==> config.mk <==
export PLATFORM = sky130hd
export DESIGN_NAME = fifo_ctrl
export DESIGN_NICKNAME = d
export VERILOG_FILES = /design/src/rtl/fifo_pkg.sv /design/src/rtl/dpram.sv /design/src/rtl/fifo_ctrl.sv
export SDC_FILE = /design/constraint.sdc
export NUM_CORES = 1
export LEC_CHECK = 0
export ABC_AREA = 1
export CAP_MARGIN = 20
export CORE_MARGIN = 2
export CORE_UTILIZATION = 40
export CTS_CLUSTER_SIZE = 14
export DETAILED_ROUTE_END_ITERATION = 16
export DONT_BUFFER_PORTS = 1
export GPL_TIMING_DRIVEN = 0
export SETUP_SLACK_MARGIN = 0.4
export SYNTH_ARGS = -nofsm -noshare
export SYNTH_HDL_FRONTEND = slang
export SYNTH_SLANG_ARGS = --single-unit
==> constraint.sdc <==
create_clock -name clock -period 3.8 [get_ports clock]
set_clock_uncertainty 0.2 [all_clocks]
set_input_delay 0.76 -clock clock [delete_from_list [all_inputs] [get_ports clock]]
set_output_delay 0.76 -clock clock [all_outputs]
set_load 0.1 [all_outputs]
==> src/rtl/fifo_pkg.sv <==
// fifo_pkg: shared definitions for the fifo_ctrl slice.
//   fifo_depth(aw)   - number of RAM words addressed by an aw-bit address.
//   occ_width(aw)    - bits needed to hold an occupancy of 0..depth (aw+1).
//   fifo_occ_t       - occupancy/pointer type for the default 4-bit address.
package fifo_pkg;

    localparam int FIFO_DEFAULT_AW = 4;

    function automatic int fifo_depth(input int aw);
        return 1 << aw;
    endfunction

    function automatic int occ_width(input int aw);
        return aw + 1;
    endfunction

    typedef logic [FIFO_DEFAULT_AW:0] fifo_occ_t;

endpackage

==> src/rtl/dpram.sv <==
// dpram: simple dual-ported RAM, one synchronous write port and one
// combinational (asynchronous) read port, single clock.
//   clock          - write clock
//   write_enable   - store write_data at write_address on the rising edge
//   write_address  - write port address
//   write_data     - word to store
//   read_address   - read port address
//   read_data      - word at read_address, combinational
// Contents are not reset; they are undefined until written.
module dpram #(
    parameter int DATA_WIDTH    = 8,
    parameter int ADDRESS_WIDTH = 4
) (
    input  logic                     clock,
    input  logic                     write_enable,
    input  logic [ADDRESS_WIDTH-1:0] write_address,
    input  logic [DATA_WIDTH-1:0]    write_data,
    input  logic [ADDRESS_WIDTH-1:0] read_address,
    output logic [DATA_WIDTH-1:0]    read_data
);

    logic [DATA_WIDTH-1:0] mem [2**ADDRESS_WIDTH];

    always_ff @(posedge clock) begin
        if (write_enable) begin
            mem[write_address] <= write_data;
        end
    end

    assign read_data = mem[read_address];

endmodule

==> src/rtl/fifo_ctrl.sv <==
// fifo_ctrl: single-clock show-ahead FIFO controller around dpram.
//   clock, reset   - rising-edge clock, synchronous active-high reset
//   clear          - synchronous flush (same register effect as reset)
//   in_data/in_valid/in_ready    - producer side
//   out_data/out_valid/out_ready - consumer side, head word shown ahead
//   count          - occupancy 0..depth
//   full/empty/almost_full - status from registered state only
//   high_water     - largest occupancy since the last reset/clear
//
// Handshake: a word moves on a side only in a cycle where both valid and
// ready are high at the rising edge; the sender holds data and valid stable
// until that happens. in_ready and out_valid depend only on registered
// pointers, never on in_valid or out_ready.
module fifo_ctrl
    import fifo_pkg::*;
#(
    parameter int DATA_WIDTH        = 8,
    parameter int ADDRESS_WIDTH     = 4,
    parameter int ALMOST_FULL_LEVEL = 2**ADDRESS_WIDTH - 2
) (
    input  logic                    clock,
    input  logic                    reset,
    input  logic                    clear,
    input  logic [DATA_WIDTH-1:0]   in_data,
    input  logic                    in_valid,
    output logic                    in_ready,
    output logic [DATA_WIDTH-1:0]   out_data,
    output logic                    out_valid,
    input  logic                    out_ready,
    output logic [ADDRESS_WIDTH:0]  count,
    output logic                    full,
    output logic                    empty,
    output logic                    almost_full,
    output logic [ADDRESS_WIDTH:0]  high_water
);

    localparam int OCC_W = occ_width(ADDRESS_WIDTH);

    typedef logic [OCC_W-1:0] ptr_t;

    localparam ptr_t AF_LEVEL = ptr_t'(ALMOST_FULL_LEVEL);

    ptr_t wr_ptr, rd_ptr;
    ptr_t count_q, high_water_q;
    ptr_t wr_next, rd_next, count_next;
    logic push, pop;

    // Pointers carry one extra wrap bit so equal low bits can be told apart
    // as empty (wrap bits equal) or full (wrap bits differ).
    assign empty     = (wr_ptr == rd_ptr);
    assign full      = (wr_ptr[ADDRESS_WIDTH-1:0] == rd_ptr[ADDRESS_WIDTH-1:0])
                    && (wr_ptr[ADDRESS_WIDTH] != rd_ptr[ADDRESS_WIDTH]);
    assign in_ready  = !full;
    assign out_valid = !empty;

    assign push = in_valid && in_ready;
    assign pop  = out_valid && out_ready;

    assign wr_next    = wr_ptr + ptr_t'(push);
    assign rd_next    = rd_ptr + ptr_t'(pop);
    // Modular difference stays correct across the wrap bit.
    assign count_next = wr_next - rd_next;

    always_ff @(posedge clock) begin
        if (reset || clear) begin
            wr_ptr       <= '0;
            rd_ptr       <= '0;
            count_q      <= '0;
            high_water_q <= '0;
        end else begin
            wr_ptr  <= wr_next;
            rd_ptr  <= rd_next;
            count_q <= count_next;
            if (count_next > high_water_q) begin
                high_water_q <= count_next;
            end
        end
    end

    assign count       = count_q;
    assign high_water  = high_water_q;
    assign almost_full = (count_q >= AF_LEVEL);

    dpram #(
        .DATA_WIDTH    (DATA_WIDTH),
        .ADDRESS_WIDTH (ADDRESS_WIDTH)
    ) u_ram (
        .clock         (clock),
        .write_enable  (push),
        .write_address (wr_ptr[ADDRESS_WIDTH-1:0]),
        .write_data    (in_data),
        .read_address  (rd_ptr[ADDRESS_WIDTH-1:0]),
        .read_data     (out_data)
    );

endmodule

## Yosys cells after proc, flatten, opt, wreduce, memory -nomap -nowiden

Memory sizes are Yosys's and may differ from the RTL's. A register that Yosys moved wholly into a read port is not among the register bits.
Index checks and enable logic that the tools add are counted.

| storage, ports and cells | value |
|---|---|
| flip-flop bits (word level) | 20 |
| RAM bits | 128 |
| memories kept | 1 |

Memories:

| name | words | bits a word | rd ports | clocked after memory_dff | wr ports | RTL line | source |
|---|---|---|---|---|---|---|---|
| u_ram.mem | 16 | 8 | 1 | 1 | 1 | dpram.sv:22 | `logic [DATA_WIDTH-1:0] mem [2**ADDRESS_WIDTH];` |

| cells by class | value |
|---|---|
| add/sub/neg operators | 3 |
| magnitude comparators | 2 |
| equality and inequality tests | 3 |
| muxes and demuxes | 3 |
| reductions and logical operators | 6 |

Operator list:

| cell | number |
|---|---|
| adder 5 x 1 -> 5 bit | 2 |
| equality test 5 bit | 1 |
| >= comparator 5 x 4 -> 1 bit, second input constant | 1 |
| > comparator 5 bit | 1 |
| subtractor 5 bit | 1 |
| equality test 4 bit | 1 |
| 2-to-1 mux 4 bit | 1 |
| logical AND 1 bit | 3 |
| zero test 1 bit | 2 |
| 2-to-1 mux 1 bit | 2 |
| logical OR 1 bit | 1 |
| != test 1 bit | 1 |

## Logic depth before layout (Yosys ltp)

| logic depth | value |
|---|---|
| word-level depth | 7 |
| gate-level depth with buffers | 32 |
| mapped depth without buffers | 31 |

## Cells and area by module

Synthesis repeated with hierarchy kept, for this count alone.

| unflattened totals | value |
|---|---|
| cells, all modules | 693 |
| area, all modules | 6747.7 um2 |

By module, submodules not included:

| module | times used | cells each | area each (um2) |
|---|---|---|---|
| dpram | 1 | 543 | 5606.6 |
| fifo_ctrl | 1 | 150 | 1141.1 |

## Least setup slack after synthesis

No wires, ideal clock.

| timing | value |
|---|---|
| path type | reg-to-reg |
| start point | reg wr_ptr[2] |
| end point | reg high_water_q[0] (netlist: high_water[0]) |
| setup time | 0.071 ns |
| arrival | 5.662 ns |
| setup slack | -2.133 ns |
| cell stages (with the launch flop) | 31 |
| buffers on the path | 1 |
| cells stage by stage | dfxtp_1 -> buf_2 -> inv_2 -> nand2_1 -> nand2_2 -> nor2_4 -> nand2_1 -> nor2_1 -> inv_1 -> nand2_1 -> inv_1 -> ha_1 -> ha_1 -> nand3_2 -> and2_1 -> ha_1 -> inv_1 -> nand2_1 -> nand3_1 -> nand2_1 -> nand3_2 -> nand2_1 -> ha_1 -> nand2_1 -> nor2_1 -> nand2_1 -> o211ai_1 -> nand2_1 -> inv_1 -> o21ai_0 -> a21oi_1 |

| between the ends | value |
|---|---|
| cells in the longest elaborated chain, start to end | 7 |
| elaborated cells between the ends (all ways) | 11 |
| classes of those cells | add/sub (3); order compare (1); eq/ne (2); reduce/logical (5) |

Ends and longest elaborated chain:

| element | RTL line | source |
|---|---|---|
| start: declaration | fifo_ctrl.sv:43 | `ptr_t wr_ptr, rd_ptr;` |
| start signal: assignment | fifo_ctrl.sv:71 | `wr_ptr <= wr_next;` |
| equality test 4 bit | fifo_ctrl.sv:51 | `assign full = (wr_ptr[ADDRESS_WIDTH-1:0] == rd_ptr[ADDRESS_WIDTH-1:0])` |
| logical AND 1 bit | fifo_ctrl.sv:52 | `&& (wr_ptr[ADDRESS_WIDTH] != rd_ptr[ADDRESS_WIDTH]);` |
| named net full | fifo_ctrl.sv:31 | `output logic full,` |
| zero test 1 bit | fifo_ctrl.sv:53 | `assign in_ready = !full;` |
| named net in_ready | fifo_ctrl.sv:26 | `output logic in_ready,` |
| logical AND 1 bit | fifo_ctrl.sv:56 | `assign push = in_valid && in_ready;` |
| adder 5 x 1 -> 5 bit | fifo_ctrl.sv:59 | `assign wr_next = wr_ptr + ptr_t'(push);` |
| named net wr_next[1] | fifo_ctrl.sv:45 | `ptr_t wr_next, rd_next, count_next;` |
| subtractor 5 bit | fifo_ctrl.sv:62 | `assign count_next = wr_next - rd_next;` |
| named net count_next[4] | fifo_ctrl.sv:45 |  |
| > comparator 5 bit | fifo_ctrl.sv:74 | `if (count_next > high_water_q) begin` |
| end signal: assignment | fifo_ctrl.sv:75 | `high_water_q <= count_next;` |
| end: declaration | fifo_ctrl.sv:44 | `ptr_t count_q, high_water_q;` |

The timed path passes the listed nets, and every way through them passes these cells.
A chain may end at the register's enable or synchronous reset.

## Final worst setup path

| timing | value |
|---|---|
| start point | reg rd_ptr[1] |
| end point | reg high_water_q[4] (netlist: high_water[4]) |

| between the ends | value |
|---|---|
| cells in the longest elaborated chain, start to end | 7 |
| elaborated cells between the ends (all ways) | 11 |
| classes of those cells | add/sub (3); order compare (1); eq/ne (2); reduce/logical (5) |

Ends and longest elaborated chain:

| element | RTL line | source |
|---|---|---|
| start: declaration | fifo_ctrl.sv:43 |  |
| start signal: assignment | fifo_ctrl.sv:72 | `rd_ptr <= rd_next;` |
| equality test 4 bit (*) | fifo_ctrl.sv:51 |  |
| logical AND 1 bit (*) | fifo_ctrl.sv:52 |  |
| named net full | fifo_ctrl.sv:31 |  |
| zero test 1 bit (*) | fifo_ctrl.sv:53 |  |
| named net in_ready | fifo_ctrl.sv:26 |  |
| logical AND 1 bit (*) | fifo_ctrl.sv:56 |  |
| adder 5 x 1 -> 5 bit (*) | fifo_ctrl.sv:59 |  |
| named net wr_next[1] | fifo_ctrl.sv:45 |  |
| subtractor 5 bit (*) | fifo_ctrl.sv:62 |  |
| named net count_next[4] | fifo_ctrl.sv:45 |  |
| > comparator 5 bit | fifo_ctrl.sv:74 |  |

Mark *: on every way through the listed nets, which the timed path passes. The rest lies on a longest branch.

==> results.md <==
* Outcome: finished with violations
* Failing checks: negative setup slack
* Top-area cell type share of the netlist area at 0.611
* Reg2reg end: high_water[4]
* Hold Path Depth at 0
* Vias in the first global route at approximately 4300
* CP endpoint kind: flop
* Vias per inst at approximately 5.5
* Worst Path Required at 3.98 ns
* Clock root buffer: clkbuf_16
* Initial Utilization at 0.412
* Synth warn at 0
* N_diodes at 0
* Largest net degree at the start of global routing at 17
* Tcrit/Tclk final at 1.28
* Power Total at roughly 4.2 mW
* Placed Cells at approximately 760
* # setup viols final at 7
* Max IR drop VDD at 0.405 mV
* GRT Residual Overflow at 0
* Cell count after synthesis at approximately 550
* Final hold viol count at 0
* GR Util All Layers at 0.208
* WL met1 at a little under 7000 um
* Clk sinks at 148
* Residual DRC count at 0
* Hold Path Sink: u_ram.mem[13][1]
* Hold Buf Count CTS at 0
* Met2 WL at 8690 um
* Max-cap violations at 0
* Iteration-0 DRC Markers at 531
* Cell taking the most area after synthesis: edfxtp_1
* Total CTS buffers at 17
* Final cell count without fillers at 816
* Die width at about 130 um
* Post-synthesis register bit count at about 150
* DR pass1 iterations at 4
* Largest cells by area after synthesis: edfxtp_1 (61%), dfxtp_1 (6.4%), nor2_1 (5.7%), o21ai_0 (5.4%), o221ai_1 (3.8%)
* Slew Limit Fails at 0
* Gpl congestion at 0.818
* Routed len/inst at roughly 21 um
* Yosys cell types at 29
* CP max stage delay at 0.69 ns
* Synthesis-to-layout area growth at 25.4%
* Post-DRT Antenna Nets at 0
* Pwr dens at 536 nW/um2
* Io pins at 36
* Worst setup SP type: flop
* Arrival time at the worst endpoint at between 5 and 6 ns
* CTS tree: yes
* Worst Tran Pin Value at around 1.1 ns
* Crit-path most repeated cell: nand2_2
* Hold wc startpoint: in_data[1]
* Post-DP HPWL at 10500 um
* Ys async rst share at 0
* H-tree depth at 4
* Top fanout value on the critical path at 4
* Initial antenna violation count at 0
* Core region area at 15300 um2
* Clock-pin slew on the worst setup and hold paths at 0.06 ns
* Post-Route WL at approximately 17000 um
* Number of synthesized flops with an enable pin at between 100 and 150
* Most common cell in the netlist: edfxtp_1
* Slowest CP cell: clkinvlp_4
* Fmax achieved at just over 0.2 GHz
* LEAKAGE at 2.75 nW
* Highest routed metal layer: met4
* Min cycle time layout at 4.85 ns
* Share of post-route cells with drive strength above 1 at 0.316
* Commonest cells post-synth: edfxtp_1 (128), nor2_1 (96), o21ai_0 (68), nand2_1 (57)
* Vias at approximately 4500
* Die area at between 15000 and 20000 um2
* Metal3 WL at between 1000 and 1500 um
* Worst r2r path cells at 31
* Mapped Avg Cell Area at 11.5 um2
* Flop-to-flop setup slack at -1.05 ns
* Rows at 45
* Final setup margin at -1.05 ns
* HP Class: in2reg
* First-pass GRT wire length at about 25000 um
* Critical path's top delay family: simple AND/OR/NAND/NOR gates
* Worst r2r src: rd_ptr[1]
* Die Y at between 100 and 150 um
* Port buffer count at 0
* Max-Slew Margin vs Limit at 0.299
* RSZ-0062 raised after global routing: true
* Mapped Area at 6290 um2
* Net Count, Synth at 569
* CP bufs+invs at 7
* Skew-Pair Late Insertion Delay at 0.42 ns
* Kind of critical path: reg2reg
* Sequential share of the synthesized area at 0.675
* Predominant post-synthesis flop cell: edfxtp_1
* Fin nets at around 620
* Clock buffer depth at 2
## where the power goes
group | switching [mW] | internal, mW
logic | 0.297 | 0.170
registers | 0.182 | 1.79
clock network | 0.673 | 1.11
## cell type report
cell class | count | area (um2)
multi-input combinational | 334 | 2160
tap | 211 | 264
buffer | 28 | 193
clock buffer | 19 | 433
timing repair buffer | 27 | 210
sequential | 148 | 4260
clock inverter | 13 | 196
inverter | 36 | 161
fill | 1302 | 7370
## worst max path at each step
stage,startpoint,endpoint,slack (ns),depth (start not counted)
CTS,rd_ptr[1],high_water[0],-1.07,30
finish,rd_ptr[1],high_water[4],-1.05,31
global route,wr_ptr[2],high_water[4],-1.31,28
floorplan,rd_ptr[1],high_water[0],-0.89,31
global placement,rd_ptr[2],high_water[3],-1.32,30
detailed placement,rd_ptr[2],high_water[0],-1.38,30
## kinds of logic (layout without fill, tap and decap cells)
group / count (synthesis) / after routing / share of synthesized area
compound gates: 117 / 117 / 0.113
xor+xnor: 4 / 4 / 0.00557
fa+ha+maj: 10 / 10 / 0.0199
buf+inv: 64 / 123 / 0.0412
flops: 148 / 148 / 0.675
simple gates: 203 / 203 / 0.146
## state kept, by name (all words and copies together) (netlist names)
signal and count:
u_ram.mem 128, count 5, high_water 5, rd_ptr 5, wr_ptr 5
## placed cells by master, fill, tap and decap left out, types with 5 or more instances in the layout
| cell | instances |
|---|---|
| o22ai_1 | 5 |
| clkbuf_1 | 6 |
| ha_4 | 6 |
| buf_4 | 27 |
| a21oi_1 | 7 |
| inv_1 | 21 |
| nand2_2 | 22 |
| o21ai_0 | 65 |
| inv_2 | 7 |
| o211ai_1 | 6 |
| nand3_2 | 8 |
| nor2_2 | 12 |
| nand2_1 | 29 |
| clkbuf_16 | 17 |
| nor2_4 | 6 |
| clkbuf_4 | 6 |
| dfxtp_1 | 12 |
| clkbuf_2 | 11 |
| edfxtp_1 | 128 |
| nand2_4 | 13 |
| nand3_1 | 23 |
| buf_6 | 5 |
| inv_4 | 6 |
| o221ai_1 | 23 |
| nor2_1 | 81 |
## through the flow
| stage | setup WS, ns | area [um2] | utilization | setup TNS [ns] | hold WS [ns] |
|---|---|---|---|---|---|
| after global routing | -1.31 | 7890 | 0.517 | -7.18 | 0.213 |
| after global placement | -1.32 | 6660 | 0.436 | -7.17 | 0.394 |
| final | -1.05 | 7890 | 0.517 | -5.51 | 0.231 |
| after detailed placement | -1.38 | 6660 | 0.436 | -7.47 | 0.426 |
| after CTS | -1.07 | 7620 | 0.499 | -5.33 | 0.218 |
| after floorplan | -0.894 | 6390 | - | -4.42 | 0.370 |
## routing by layer
| layer | vias up | track usage |
|---|---|---|
| met4 | 0 | 0.0746 |
| met5 | - | 0 |
| met1 | 2272 | 0.269 |
| met3 | 21 | 0.0500 |
| li1 | 2061 | - |
| met2 | 162 | 0.343 |
## repair_timing
| item | CTS | global route |
|---|---|---|
| cloned | 0 | 0 |
| resized for setup | 65 | 65 |
| pin swaps | 22 | 22 |
| setup endpoints to repair | 102 | 78 |
| buffers inserted | 20 | 6 |
Power figures use the tool's default switching activity.
